### src/rtl/uart_tx_sched_pkg.sv
// Shared constants, state encoding and frame-byte helper for uart_tx_scheduler.
// Frame layout: "HH:MM:SS.CC" CR LF, byte index 0..12.
package uart_tx_sched_pkg;

  localparam logic [7:0] ZERO  = 8'h30;
  localparam logic [7:0] COLON = 8'h3A;
  localparam logic [7:0] DOT   = 8'h2E;
  localparam logic [7:0] CR    = 8'h0D;
  localparam logic [7:0] LF    = 8'h0A;

  localparam int FRAME_LEN = 13;

  typedef enum logic [1:0] {
    IDLE,
    ISSUE,
    WAIT_ACK,
    WAIT_DONE
  } state_t;

  function automatic logic [7:0] frame_byte(
    input logic [3:0]  idx,
    input logic [15:0] h,
    input logic [15:0] m,
    input logic [15:0] s,
    input logic [15:0] c
  );
    logic [7:0] b;
    case (idx)
      4'd0:    b = h[15:8];
      4'd1:    b = h[7:0];
      4'd2:    b = COLON;
      4'd3:    b = m[15:8];
      4'd4:    b = m[7:0];
      4'd5:    b = COLON;
      4'd6:    b = s[15:8];
      4'd7:    b = s[7:0];
      4'd8:    b = DOT;
      4'd9:    b = c[15:8];
      4'd10:   b = c[7:0];
      4'd11:   b = CR;
      default: b = LF;
    endcase
    return b;
  endfunction

endpackage

### src/rtl/bin2ascii2.sv
// Binary 0..127 to two ASCII decimal digits; values above 99 print as "99".
// Ports: i_val (7b value), o_tens / o_units (ASCII digits).
module bin2ascii2
  import uart_tx_sched_pkg::*;
(
  input  logic [6:0] i_val,
  output logic [7:0] o_tens,
  output logic [7:0] o_units
);

  logic [6:0] w_v;

  always_comb begin
    w_v     = (i_val > 7'd99) ? 7'd99 : i_val;
    o_tens  = ZERO + 8'(w_v / 7'd10);
    o_units = ZERO + 8'(w_v % 7'd10);
  end

endmodule

### src/rtl/uart_tx_scheduler.sv
// Shares one UART TX between echo bytes (FIFO) and atomic 13-byte time reports.
// Ports: clk/reset (async, high); i_echo_valid/i_echo_data echo input;
//   i_send_trig report request; i_hour/i_min/i_sec/i_csec watch time;
//   i_tx_busy from TX core; o_tx_start/o_tx_data to TX core;
//   o_report_busy frame in progress; o_echo_drop echo overflow pulse.
// Build option: define UART_TX_SCHED_ECHO_EN to enable the echo FIFO path.
module uart_tx_scheduler
  import uart_tx_sched_pkg::*;
#(
  parameter int ECHO_DEPTH  = 4,
  parameter int ACK_TIMEOUT = 15
) (
  input  logic       clk,
  input  logic       reset,
  input  logic       i_echo_valid,
  input  logic [7:0] i_echo_data,
  input  logic       i_send_trig,
  input  logic [4:0] i_hour,
  input  logic [5:0] i_min,
  input  logic [5:0] i_sec,
  input  logic [6:0] i_csec,
  input  logic       i_tx_busy,
  output logic       o_tx_start,
  output logic [7:0] o_tx_data,
  output logic       o_report_busy,
  output logic       o_echo_drop
);

  localparam int AW = $clog2(ECHO_DEPTH);
  localparam int CW = $clog2(ACK_TIMEOUT + 1);

  state_t r_state, w_state_nxt;

  logic          r_pend;
  logic          r_report_busy;
  logic          r_is_rep;
  logic [3:0]    r_idx;
  logic [7:0]    r_tx_data;
  logic [CW-1:0] r_ack_cnt;
  logic [4:0]    r_hour;
  logic [5:0]    r_min;
  logic [5:0]    r_sec;
  logic [6:0]    r_csec;

  logic       w_sel_rep;
  logic       w_sel_echo;
  logic       w_advance;
  logic       w_done;
  logic       w_empty;
  logic [7:0] w_echo_head;

  // In IDLE the first byte must come from the live time, since the
  // snapshot registers load on the same edge; afterwards use the snapshot.
  logic       w_is_idle;
  logic [6:0] w_h, w_m, w_s, w_c;
  logic [7:0] w_h1, w_h0, w_m1, w_m0;
  logic [7:0] w_s1, w_s0, w_c1, w_c0;
  logic [3:0] w_bidx;
  logic [7:0] w_fbyte;

  always_comb begin
    w_is_idle = (r_state == IDLE);
    w_h = w_is_idle ? {2'b0, i_hour} : {2'b0, r_hour};
    w_m = w_is_idle ? {1'b0, i_min}  : {1'b0, r_min};
    w_s = w_is_idle ? {1'b0, i_sec}  : {1'b0, r_sec};
    w_c = w_is_idle ? i_csec         : r_csec;
    w_bidx  = w_is_idle ? 4'd0 : r_idx + 4'd1;
    w_fbyte = frame_byte(w_bidx, {w_h1, w_h0},
                         {w_m1, w_m0}, {w_s1, w_s0},
                         {w_c1, w_c0});
  end

  bin2ascii2 u_hour (.i_val(w_h), .o_tens(w_h1), .o_units(w_h0));
  bin2ascii2 u_min  (.i_val(w_m), .o_tens(w_m1), .o_units(w_m0));
  bin2ascii2 u_sec  (.i_val(w_s), .o_tens(w_s1), .o_units(w_s0));
  bin2ascii2 u_csec (.i_val(w_c), .o_tens(w_c1), .o_units(w_c0));

  always_comb begin
    w_state_nxt = r_state;
    o_tx_start  = 1'b0;
    w_sel_rep   = 1'b0;
    w_sel_echo  = 1'b0;
    w_advance   = 1'b0;
    w_done      = 1'b0;
    unique case (r_state)
      IDLE: begin
        if (r_pend) begin
          w_sel_rep   = 1'b1;
          w_state_nxt = ISSUE;
        end else if (!w_empty) begin
          w_sel_echo  = 1'b1;
          w_state_nxt = ISSUE;
        end
      end
      ISSUE: begin
        if (!i_tx_busy) begin
          o_tx_start  = 1'b1;
          w_state_nxt = WAIT_ACK;
        end
      end
      WAIT_ACK: begin
        if (i_tx_busy)
          w_state_nxt = WAIT_DONE;
        else if (r_ack_cnt == CW'(ACK_TIMEOUT - 1))
          w_state_nxt = ISSUE;
      end
      WAIT_DONE: begin
        if (!i_tx_busy) begin
          if (!r_is_rep || r_idx == 4'(FRAME_LEN - 1)) begin
            w_done      = 1'b1;
            w_state_nxt = IDLE;
          end else begin
            w_advance   = 1'b1;
            w_state_nxt = ISSUE;
          end
        end
      end
      default: w_state_nxt = IDLE;
    endcase
  end

  always_ff @(posedge clk or posedge reset) begin
    if (reset) begin
      r_state       <= IDLE;
      r_pend        <= 1'b0;
      r_report_busy <= 1'b0;
      r_is_rep      <= 1'b0;
      r_idx         <= 4'd0;
      r_tx_data     <= 8'd0;
      r_ack_cnt     <= '0;
      r_hour        <= '0;
      r_min         <= '0;
      r_sec         <= '0;
      r_csec        <= '0;
    end else begin
      r_state <= w_state_nxt;
      if (w_sel_rep)
        r_pend <= 1'b0;
      else if (i_send_trig && !r_report_busy)
        r_pend <= 1'b1;
      if (w_sel_rep) begin
        r_hour        <= i_hour;
        r_min         <= i_min;
        r_sec         <= i_sec;
        r_csec        <= i_csec;
        r_is_rep      <= 1'b1;
        r_idx         <= 4'd0;
        r_report_busy <= 1'b1;
        r_tx_data     <= w_fbyte;
      end else if (w_sel_echo) begin
        r_is_rep  <= 1'b0;
        r_tx_data <= w_echo_head;
      end
      if (w_advance) begin
        r_idx     <= r_idx + 4'd1;
        r_tx_data <= w_fbyte;
      end
      if (w_done)
        r_report_busy <= 1'b0;
      if (r_state == WAIT_ACK && !i_tx_busy)
        r_ack_cnt <= r_ack_cnt + CW'(1);
      else
        r_ack_cnt <= '0;
    end
  end

  assign o_tx_data     = r_tx_data;
  assign o_report_busy = r_report_busy;

`ifdef UART_TX_SCHED_ECHO_EN
  logic [7:0] r_fifo [ECHO_DEPTH];
  logic [AW:0] r_wr, r_rd;
  logic        r_drop;
  logic        w_full, w_push;

  // A pop in the same cycle frees a slot, so a write to a full FIFO
  // still lands when the scheduler is taking the head.
  always_comb begin
    w_empty     = (r_wr == r_rd);
    w_full      = (r_wr[AW] != r_rd[AW]) &&
                  (r_wr[AW-1:0] == r_rd[AW-1:0]);
    w_push      = i_echo_valid && (!w_full || w_sel_echo);
    w_echo_head = r_fifo[r_rd[AW-1:0]];
  end

  always_ff @(posedge clk) begin
    if (w_push)
      r_fifo[r_wr[AW-1:0]] <= i_echo_data;
  end

  always_ff @(posedge clk or posedge reset) begin
    if (reset) begin
      r_wr   <= '0;
      r_rd   <= '0;
      r_drop <= 1'b0;
    end else begin
      if (w_push)
        r_wr <= r_wr + (AW+1)'(1);
      if (w_sel_echo)
        r_rd <= r_rd + (AW+1)'(1);
      r_drop <= i_echo_valid && !w_push;
    end
  end

  assign o_echo_drop = r_drop;
`else
  logic w_unused_echo;
  assign w_unused_echo = ^{i_echo_valid, i_echo_data};
  assign w_empty       = 1'b1;
  assign w_echo_head   = 8'd0;
  assign o_echo_drop   = 1'b0;
`endif

endmodule

### config.mk
export PLATFORM = sky130hd
export DESIGN_NAME = uart_tx_scheduler
export DESIGN_NICKNAME = d
export VERILOG_FILES = /design/src/rtl/uart_tx_sched_pkg.sv /design/src/rtl/bin2ascii2.sv /design/src/rtl/uart_tx_scheduler.sv
export SDC_FILE = /design/constraint.sdc
export NUM_CORES = 1
export LEC_CHECK = 0
export ABC_CLOCK_PERIOD_IN_PS = 5700
export CAP_MARGIN = 20
export CORE_ASPECT_RATIO = 1.5
export CORE_MARGIN = 2
export CORE_UTILIZATION = 60
export CTS_CLUSTER_SIZE = 10
export DETAILED_ROUTE_END_ITERATION = 10
export GPL_TIMING_DRIVEN = 0
export PLACE_DENSITY = 0.84
export SYNTH_ARGS = -nofsm -noshare
export SYNTH_HDL_FRONTEND = slang
export SYNTH_SLANG_ARGS = --single-unit
### constraint.sdc
create_clock -name clk -period 5.7 [get_ports clk]
set_input_delay 1.14 -clock clk [delete_from_list [all_inputs] [get_ports clk]]
set_output_delay 1.14 -clock clk [all_outputs]
set_load 0.03 [all_outputs]
======== After elaboration in Yosys (flattened, before gate mapping) ========
Cells that the tools add are included.
cells by class
  add/sub/neg operators ................... 10
  $lt $le $gt $ge ......................... 4
  div/mod/pow operators ................... 8
  mux-type cells .......................... 36
  reduce and logical (&&, ||, !) cells .... 13
  equality and inequality tests ........... 20
operators by type and width
  cell                 number
  $pmux 8 s11          1
  $add 6x8->8 const A  8
  $mux 7               5
  $div 7x4->8 const B  4
  $mod 7x4->8 const B  4
  $eq 4x4->1 const B   6
  $eq 4x3->1 const B   4
  $mux 4               4
  $mux 8               2
  $mux 1               15
  $gt 6x7->1 const B   2
  $mux 6               2
  $mux 2               5
  $add 4x1->4 const B  2
  $eq 4x2->1 const B   2
  $pmux 2 s4           1
  $gt 5x7->1 const B   1
  $gt 7x7->1 const B   1
  $ne 2x2->1 const B   3
  $reduce_bool 2->1    3
  $mux 5               1
  $eq 2x2->1 const B   2
  $eq 4x1->1 const B   1
  $logic_not 4->1      1
  8 further kinds      11
word-level totals
  output and inout bits ................... 11
  bits in registers ....................... 45
  input bits .............................. 37

======== Longest topological paths before layout ========
  depth after elaboration ................. 9
  gate-level depth with buffers ........... 24
  gate-level depth less buffers ........... 23

======== Cells and area by module ========
Synthesis repeated with hierarchy kept, for this count alone.
unflattened totals
  cells, all modules ...................... 1,029
  area, all modules ....................... 7,138.1 um^2
modules (own cells, without submodules)
  module                   instances  area an instance (um^2)  seq. area each (um^2)  cells each
  uart_tx_scheduler        1          3,119.2                  1,126.1                422
  bin2ascii2 (u_csec ...)  3          1,013.5                  0.0                    154
  bin2ascii2 (u_sec)       1          978.4                    0.0                    145

======== Least setup slack after synthesis ========
Ideal clock, no wire load.
  path kind ............................... input to register
  start ................................... in i_csec[5]
  end ..................................... reg r_tx_data[6], in the netlist o_tx_data[6]
  arrival ................................. 5.043 ns
  library setup time ...................... 0.087 ns
  stages on the path ...................... 22
  data required time ...................... 5.613 ns
  path slack .............................. 0.570 ns
  cells stage by stage .................... a31o_2 -> nor2_1 -> ha_1 -> nand2_1 -> o21ai_1 -> nand4_1 -> nand2_1 -> inv_1 -> ha_1 -> a221o_1 -> nand4b_1 -> o211ai_2 -> nor2_1 -> xnor2_1 -> ha_1 -> nand2_1 -> a211o_1 -> o21ai_0 -> a311oi_2 -> o41ai_2 -> or4_1 -> o211ai_1
on the way
  cells in the longest elaborated chain, start to end .. 8
  elaborated cells between the ends (all ways) .. 10
RTL lines
  element                                            line                                text
  start, declared                                    uart_tx_scheduler.sv:21             input logic [6:0] i_csec,
  $mux 7 (*)                                         uart_tx_scheduler.sv:66             w_c = w_is_idle ? i_csec : r_csec;
  $gt 7x7->1                                         bin2ascii2.sv:14                    w_v = (i_val > 7'd99) ? 7'd99 : i_val;
  $mux 7 (*)                                         bin2ascii2.sv:14
  $mod 7x4->8 / $div 7x4->8 (equally long branches)  bin2ascii2.sv:16, bin2ascii2.sv:15
  $add 6x8->8 (on tied branches)                     bin2ascii2.sv:16, bin2ascii2.sv:15
  $pmux 8 s11 (*)                                    uart_tx_sched_pkg.sv:28             case (idx)
  $mux 8                                             uart_tx_scheduler.sv:141            if (w_sel_rep) begin
  $mux 8 (*)                                         uart_tx_scheduler.sv:154            if (w_advance) begin
  end signal, assigned                               uart_tx_scheduler.sv:149            r_tx_data <= w_fbyte;
  end signal, assigned                               uart_tx_scheduler.sv:152            r_tx_data <= w_echo_head;
  end signal, assigned                               uart_tx_scheduler.sv:156            r_tx_data <= w_fbyte;
  end, declared                                      uart_tx_scheduler.sv:38             logic [7:0] r_tx_data;
Mark *: on every way between the ends. The rest lies on a longest branch, timed or not. The select of a mux whose other input is x is not followed.
A chain may end at the register's enable or synchronous reset.

======== Final worst setup path ========
  start ................................... reg r_state[1]
  end ..................................... reg r_tx_data[6], in the netlist o_tx_data[6]
on the way
  cells in the longest elaborated chain, start to end .. 9
  elaborated cells between the ends (all ways) .. 50
RTL lines
  element                                            line                                              text
  start, declared                                    uart_tx_scheduler.sv:32                           state_t r_state, w_state_nxt;
  start signal, assigned                             uart_tx_scheduler.sv:136                          r_state <= w_state_nxt;
  $logic_not 2->1                                    uart_tx_scheduler.sv:62, uart_tx_scheduler.sv:85
  $mux 7, or another cell as far along               uart_tx_scheduler.sv:66
  $gt 7x7->1, or another cell as far along           bin2ascii2.sv:14
  $mux 7                                             bin2ascii2.sv:14
  $mod 7x4->8 / $div 7x4->8 (equally long branches)  bin2ascii2.sv:16, bin2ascii2.sv:15
  $add 6x8->8 (on tied branches)                     bin2ascii2.sv:16, bin2ascii2.sv:15
  $pmux 8 s11                                        uart_tx_sched_pkg.sv:28
  $mux 8                                             uart_tx_scheduler.sv:141
  $mux 8                                             uart_tx_scheduler.sv:154
Several ways; a longest one is shown, not always the timed one. The select of a mux whose other input is x is not followed.

==> metrics <==
H-tree depth 2; Syn-to-layout area delta 16.2%; share of the synthesized area in the top cell type 0.198; Max-Cap Viols 0; clk_skew 0.00547 ns; simple-gate share of the synthesized area 0.279; first-pass GRT wire length 30100 µm; Routed WL 19200 µm; Post-Synth XOR/XNOR Area 0.0308; Max Freq 181 MHz; status complete, no violations; Worst EP arrival 5.73 ns; Fillers 775; Slowest-stage cell, CP dfrtp_1; maximum number of pins on one net before global-route repair 28; antenna violations before repair 0; maximum single-stage delay on the critical path 0.55 ns; final hold violation count 0; crit path max fanout 10; Mean Syn Cell Area 7.51 µm²; DRC errors left 0; Iteration-0 DRC Markers 544; top cells by area, synth dfrtp_1 20%, nand2_1 8.6%, ha_1 5.3%; worst-margin pin slew 1.15 ns; critical path startpoint category register; HP Class reg2reg; post-cts hold buffer count 0; top-count cell post-synth nand2_1; n_diodes 0; Synth Flop Type dfrtp_1; Routed Antenna Nets 0; DR WL/cell 20.8 µm; DR vias/cell 6.92; CTS tree yes; Overflow after GRT 0; largest family of logic cells by synthesized area compound AO/OA/AOI/OAI gates; clk buf depth 2; nets 874; vias in the first global route 6148; syn_nets 819; Max Slew Vio Count 0; GR Util All Layers 0.364; Fin Hold WS 0.454 ns; Worst-Skew Late Latency 0.30 ns; leading area contributor after synthesis dfrtp_1; Inserted Clock Buffers 5; Worst Min Path Start r_is_rep; share of cells above drive strength 1 0.134; Seq/Total Area, Yosys 0.198; adder-cell share of the synthesized area 0.0527; CP Launch Point r_state[1]; Post-synth ARST share 1.00; endpoint class of the critical path register; Setup Viol. Count Final 0; worst-path cell chain buf_2, buf_2, o21a_1, a21o_1, inv_1, ha_1, inv_1, nand3_1, a311o_1, a22oi_4, mux2i_4, ha_1, a21oi_1, o221ai_1, a31oi_1, mux2i_1, a311oi_2, o41ai_4, or4_1, o211ai_1; YS warnings 0; dpl hpwl 14600 µm; Core ar. 9250 µm²; metal2 WL 9960 µm; Rows 43; final worst-path cycle share 0.967; Post-Syn Area 5700 µm²; die height 123 µm; Max Used Layer met4; critical path type reg2reg; post-route setup TNS 0 ns; Seq cells post-synth 45; Horiz. Die Dim 83.6 µm; Routability Congestion 0.976; synth unique cells 105; Worst-path clk slew 0.07 ns; DIE AREA 10300 µm²; critical path's top delay family compound AO/OA/AOI/OAI gates; Via Count 6405; PortBufs 37; worst r2r src r_state[1]; starting density of the core 0.615; drt pass-1 iters 6; Compound-Gate Fraction of Synth Area 0.323; Synth top cells by count 130 x nand2_1, 56 x nor2_1, 46 x o21ai_0; count of buffer and inverter cells on the critical path 4; met3 wire len 1160 µm; Slew HR 0.233; CTS sink count 45; data required time of the worst path 5.92 ns; EDFF count, synth 0; Synth Instances 758; mux cell area share after synthesis 0.0565; wl on met1 6930 µm; Root Buffer clkbuf_16; minimum clock period 5.51 ns; Ports 48
final timing paths:
check,slack (ns),endpoint,depth (start not counted)
min,0.45,r_is_rep,2
min in group asynchronous,1.16,r_min[4],2
max in group asynchronous,4.02,r_idx[2],3
max,0.19,o_tx_data[6],20
min reg2reg,0.45,r_is_rep,2
max reg2reg,0.19,o_tx_data[6],20
cell usage in the layout, fill, tap and decap left out, types with 8 or more instances in the layout:
cell / instances
a31oi_1: 16
clkdlybuf4s50_1: 32
nand2_1: 129
dfrtp_1: 45
mux2_2: 9
a211oi_1: 11
and2_1: 13
mux2i_1: 16
nand3_1: 30
o21ai_0: 44
ha_1: 22
xnor2_1: 12
a21oi_1: 37
buf_2: 9
or4_1: 8
clkbuf_1: 15
inv_1: 43
nor3_1: 9
buf_4: 11
o211ai_1: 11
nor2_1: 56
through the flow:
stage | cells | instance area [µm²] | setup slack [ns] | utilization
3_5_place_dp | 909 | 6230 | -0.675 | 0.673
2_1_floorplan | 758 | 5700 | 0.570 | -
5_1_grt | 926 | 6620 | -0.0791 | 0.715
3_3_place_gp | 907 | 6210 | -0.609 | 0.671
4_1_cts | 919 | 6450 | 0.0303 | 0.697
6_report | 926 | 6620 | 0.190 | 0.715
final cells by class:
cell class                 instances  area, µm²  area share
clock buffer                       5        125      0.0189
clock inverter                     3       50.0     0.00756
buffer                            31        164      0.0248
timing repair buffer              48        468      0.0707
tap                              112        140      0.0212
sequential                        45       1130       0.170
inverter                          46        173      0.0261
multi-input combinational        636       4370       0.661
flip-flops by register name, summed over array words and instances (netlist names), 2 cells and up:
| register | count |
|---|---|
| r_min | 6 |
| r_csec | 7 |
| r_idx | 4 |
| r_sec | 6 |
| r_ack_cnt | 4 |
| r_state | 2 |
| r_hour | 5 |
| o_tx_data | 8 |
routing by layer:
metal / up-vias / global-route usage
li1: 2929 / -
met1: 3004 / 0.387
met2: 371 / 0.694
met3: 101 / 0.0401
met4: 0 / 0.213
met5: - / 0
what timing repair did:
item | CTS | global route
pin swaps | 2 | 6
hold endpoints to repair | 0 | 0
endpoints found under the setup margin | 3 | 3
resized for setup | 9 | 26
buffers inserted | 2 | 7
worst min-delay path: cells and delay by family (launching register included):
family / cells / cell delay, ns
buf+inv: 1 / 0.05
flops: 1 / 0.32
simple gates: 1 / 0.05
cell families after synthesis:
group | after synthesis
xor+xnor | 20
flops | 45
other cells | 1
mux | 30
simple gates | 317
buf+inv | 77
compound gates | 244
fa+ha+maj | 24
Power is left out: the tool's default activity adds up to more than one toggle a clock period on the data nets, which glitch-free logic cannot reach.
